### src/rtl/counter_updown_mod.sv
// N-bit up/down counter with programmable top value, wrap/saturate policy,
// enable prescaler, synchronous load, terminal-count pulse and sticky overflow.
module counter_updown_mod #(
  parameter int N        = 4,
  parameter int MAX      = 2**N-1,
  parameter int MODE     = 0,
  parameter int PRESCALE = 1
) (
  input  logic         clk,
  input  logic         rst,
  input  logic         a,
  input  logic         dir,
  input  logic         load,
  input  logic [N-1:0] loadValue,
  input  logic [N-1:0] initValue,
  output logic [N-1:0] count,
  output logic         tc,
  output logic         ovf
);

  localparam int PW = (PRESCALE > 1) ? $clog2(PRESCALE) : 1;
  localparam logic [N-1:0]  MAX_V   = N'(MAX);
  localparam logic [PW-1:0] PH_LAST = PW'(PRESCALE-1);

  logic [PW-1:0] phase, phase_nxt;
  logic [N-1:0]  count_nxt;
  logic          tc_nxt, ovf_nxt;
  logic          step, at_bound;

  // Values above MAX are clamped so count never leaves 0..MAX.
  function automatic logic [N-1:0] clamp(input logic [N-1:0] v);
    return (v > MAX_V) ? MAX_V : v;
  endfunction

  always_comb begin
    phase_nxt = phase;
    count_nxt = count;
    tc_nxt    = 1'b0;
    ovf_nxt   = ovf;
    step      = 1'b0;
    at_bound  = 1'b0;
    if (a) begin
      if (phase == PH_LAST) begin
        phase_nxt = '0;
        step      = 1'b1;
      end else begin
        phase_nxt = phase + 1'b1;
      end
    end
    if (step) begin
      at_bound = dir ? (count == MAX_V) : (count == '0);
      if (at_bound) begin
        tc_nxt  = 1'b1;
        ovf_nxt = 1'b1;
        if (MODE == 0) count_nxt = dir ? '0 : MAX_V;
      end else begin
        count_nxt = dir ? (count + 1'b1) : (count - 1'b1);
      end
    end
  end

  always_ff @(posedge clk) begin
    if (rst) begin
      count <= clamp(initValue);
      phase <= '0;
      tc    <= 1'b0;
      ovf   <= 1'b0;
    end else if (load) begin
      count <= clamp(loadValue);
      phase <= '0;
      tc    <= 1'b0;
      ovf   <= 1'b0;
    end else begin
      count <= count_nxt;
      phase <= phase_nxt;
      tc    <= tc_nxt;
      ovf   <= ovf_nxt;
    end
  end

endmodule

### config.mk
export PLATFORM = sky130hd
export DESIGN_NAME = counter_updown_mod
export DESIGN_NICKNAME = d
export VERILOG_FILES = /design/src/rtl/counter_updown_mod.sv
export SDC_FILE = /design/constraint.sdc
export NUM_CORES = 1
export LEC_CHECK = 0
export ABC_AREA = 1
export BUFFER_PORTS_ARGS = -buffer_cell sky130_fd_sc_hd__buf_2
export CORE_AREA = 8 8 45 47
export DETAILED_ROUTE_END_ITERATION = 8
export DIE_AREA = 0 0 53 55
export HOLD_SLACK_MARGIN = 0.15
export MAX_ROUTING_LAYER = met4
export PLACE_DENSITY = 0.67
export SYNTH_ARGS = -nofsm -noshare
export SYNTH_HDL_FRONTEND = slang
export SYNTH_SLANG_ARGS = --single-unit
### constraint.sdc
create_clock -name clk -period 2.1 [get_ports clk]
set_input_delay 0.105 -clock clk [delete_from_list [all_inputs] [get_ports clk]]
set_output_delay 0.105 -clock clk [all_outputs]
set_load 0.1 [all_outputs]
==> impl_metrics.py <==
metrics = {
    "drt": {
        "wirelength_um": 1160,
        "drtPass1Iterations": 2,
        "drtIter0Drc": 5,
        "vias": 496,
        "ant_nets": 0,
        "avgViaCountPerCell": 4.64,
        "wire_per_inst_um": 10.9,
        "drcViolationCount": 0,
    },
    "sta": {
        "fmax_mhz": 641,
        "finalSetupViolations": 0,
        "tns_ps": 0,
        "rsz0062_at_grt": "no",
        "max_slew_margin": 0.675,
        "drv_slew": 0,
        "whs_ps": 172,
        "final.min_clock_period_ps": 1560,
        "worstMarginPinSlew_ps": 491,
        "fin_skew_ps": 12.6,
        "fin_crit_sh": 0.742,
        "hold_violations": 0,
    },
    "global_routing": {
        "antenna_found_initial": 0,
        "grt_max_degree": 10,
        "grtUsageMet2": 0.154,
        "busiest_layer": "met2",
        "grt_overflow": 0,
        "grtUsageMet1": 0.0904,
        "grt_pass1_wl_um": 1930,
        "grt_usage": 0.0915,
        "met3_usage": 0.0321,
        "grt_pass1_vias": 491,
    },
    "critical_path": {
        "crit_start": "count[0]",
        "cp.required_ps": 2110,
        "reg2reg_from": "count[0]",
        "cp_max_fo": 7,
        "worstPathArrival_ps": 1570,
        "endpoint_kind": "register",
        "worstSetupStartpointType": "register",
        "crit_type": "register to register",
    },
    "place": {
        "place_hpwl_um": 964,
        "portBuffers": 18,
        "placedInstanceArea_um2": 588,
        "gp_congestion": 0.764,
    },
    "die": {
        "fp.coreArea_um2": 1380,
        "fp.dieW_um": 53,
        "ios": 19,
        "initial_core_util": 0.340,
        "die_h_um": 55,
        "rows": 14,
        "dieArea_um2": 2920,
    },
    "final_layout": {
        "final.fill_count": 143,
        "final_cell_area_um2": 654,
        "diodes": 0,
        "layout_common_cells": "nand2_1 (20), buf_2 (18), nor2_1 (11)",
        "area_growth_pct": 39.1,
        "final_common_cell": "nand2_1",
        "nNetsFinal": 108,
        "drive_above_1_share": 0.330,
    },
    "cts": {
        "cts_made_buffers": 3,
        "clk_pin_slew_ps": 60,
        "cts_setup_buffers": 0,
        "insertion_delay_ps": 250,
        "cts_resized": 0,
        "clockBufferDepth": 2,
        "root_buffer": "clkbuf_4",
        "cts.sinks": 6,
        "cts_tree": "yes",
        "cts_max_level": 1,
    },
    "yosys": {
        "yosysTopAreaCell": "edfxtp_1",
        "synth_cells": 66,
        "synth_top_area_frac": 0.255,
        "syn_area_per_cell_um2": 7.13,
        "synth_nets": 82,
        "yosysWarningCount": 0,
        "synthDistinctLibCells": 20,
        "syn-cell-area_um2": 470,
        "seq_area_frac_synth": 0.340,
        "ys_ff_latch": 6,
        "synthTopCellsByArea": "edfxtp_1 (26%), nand2_1 (16%), nor2_1 (8.8%), dfxtp_1 (8.5%), ha_1 (5.3%)",
    },
    "power_and_ir_drop": {
        "power_density_nw_per_um2": 713,
        "power.total_uw": 467,
        "p_leak_nw": 0.329,
        "peakVddDrop_v": 0.000520,
    },
    "min_path": {
        "min_from": "initValue[1]",
        "min_path_type": "primary input to register",
    },
    "run_status": {
        "status": "finished, final reports clean",
    },
    "run": {
        "drv_cap": 0,
    },
}
==> worst paths after layout <==
path / end / slack, ps / depth (start not counted)
max: count[2] / 540 / 4
min: count[1] / 170 / 3
max reg2reg: count[2] / 540 / 4
min reg2reg: ovf / 470 / 2
==> per-stage QoR <==
stage / setup WS [ps] / utilization / cells
finish: 541 / 0.473 / 107
global route: 443 / 0.473 / 107
CTS: 538 / 0.473 / 107
detailed placement: 532 / 0.425 / 99
global placement: 535 / 0.425 / 99
floorplan: 41.1 / - / 66
==> worst max-delay path: stages (launching register included) <==
cell	delay, ps
edfxtp_1	500
fa_1	450
xor2_1	160
a21oi_1	140
o21ai_1	70
==> synthesized netlist by cell type <==
cell      instances
nand2_1          20
nor2_1           11
edfxtp_1          4
inv_1             4
a21oi_1           3
inv_2             3
or2_0             3
dfxtp_1           2
ha_1              2
nand3_1           2
nand3_2           2
o21ai_1           2
buf_2             1
fa_1              1
nand2_2           1
nor2_2            1
o21ai_2           1
o31ai_1           1
or2_1             1
xor2_1            1
==> cells by family after synthesis <==
family                   after synthesis  synth area share
AO/OA/AOI/OAI                          7            0.0878
XOR/XNOR                               1            0.0186
adder cells (fa/ha/maj)                3            0.0957
buffers and inverters                  8            0.0665
flip-flops                             6             0.340
AND/OR/NAND/NOR                       41             0.391
==> power breakdown <==
part           internal [mW]  switching (mW)
combinational         0.0592           0.134
clock                 0.0723          0.0469
sequential             0.139          0.0147
total                  0.271           0.196
==> flip-flops by register name (all words and copies together), names as in the netlist <==
signal and flops:
ovf 1, count 4, tc 1
==> routing by layer <==
layer  vias to the layer above  routed length [um]
met4                         0                  21
met5                         -                   0
li1                        261                   -
met1                       211                 514
met2                        20                 547
met3                         4                  79
==> layout make-up <==
cell class	count	area [um2]	share of cell area
clock buffers	4	26.3	0.0402
inverters	7	26.3	0.0402
repair buffers	22	130	0.199
multi-input cells	52	292	0.446
well taps	16	20.0	0.0306
flip-flops and latches	6	160	0.245
==> repair_timing <==
action	in CTS	in global routing
hold buffers	4	0
endpoints found under the hold margin	5	0
setup endpoints to repair	0	0
No activity file was read; power rests on OpenSTA's default activity.
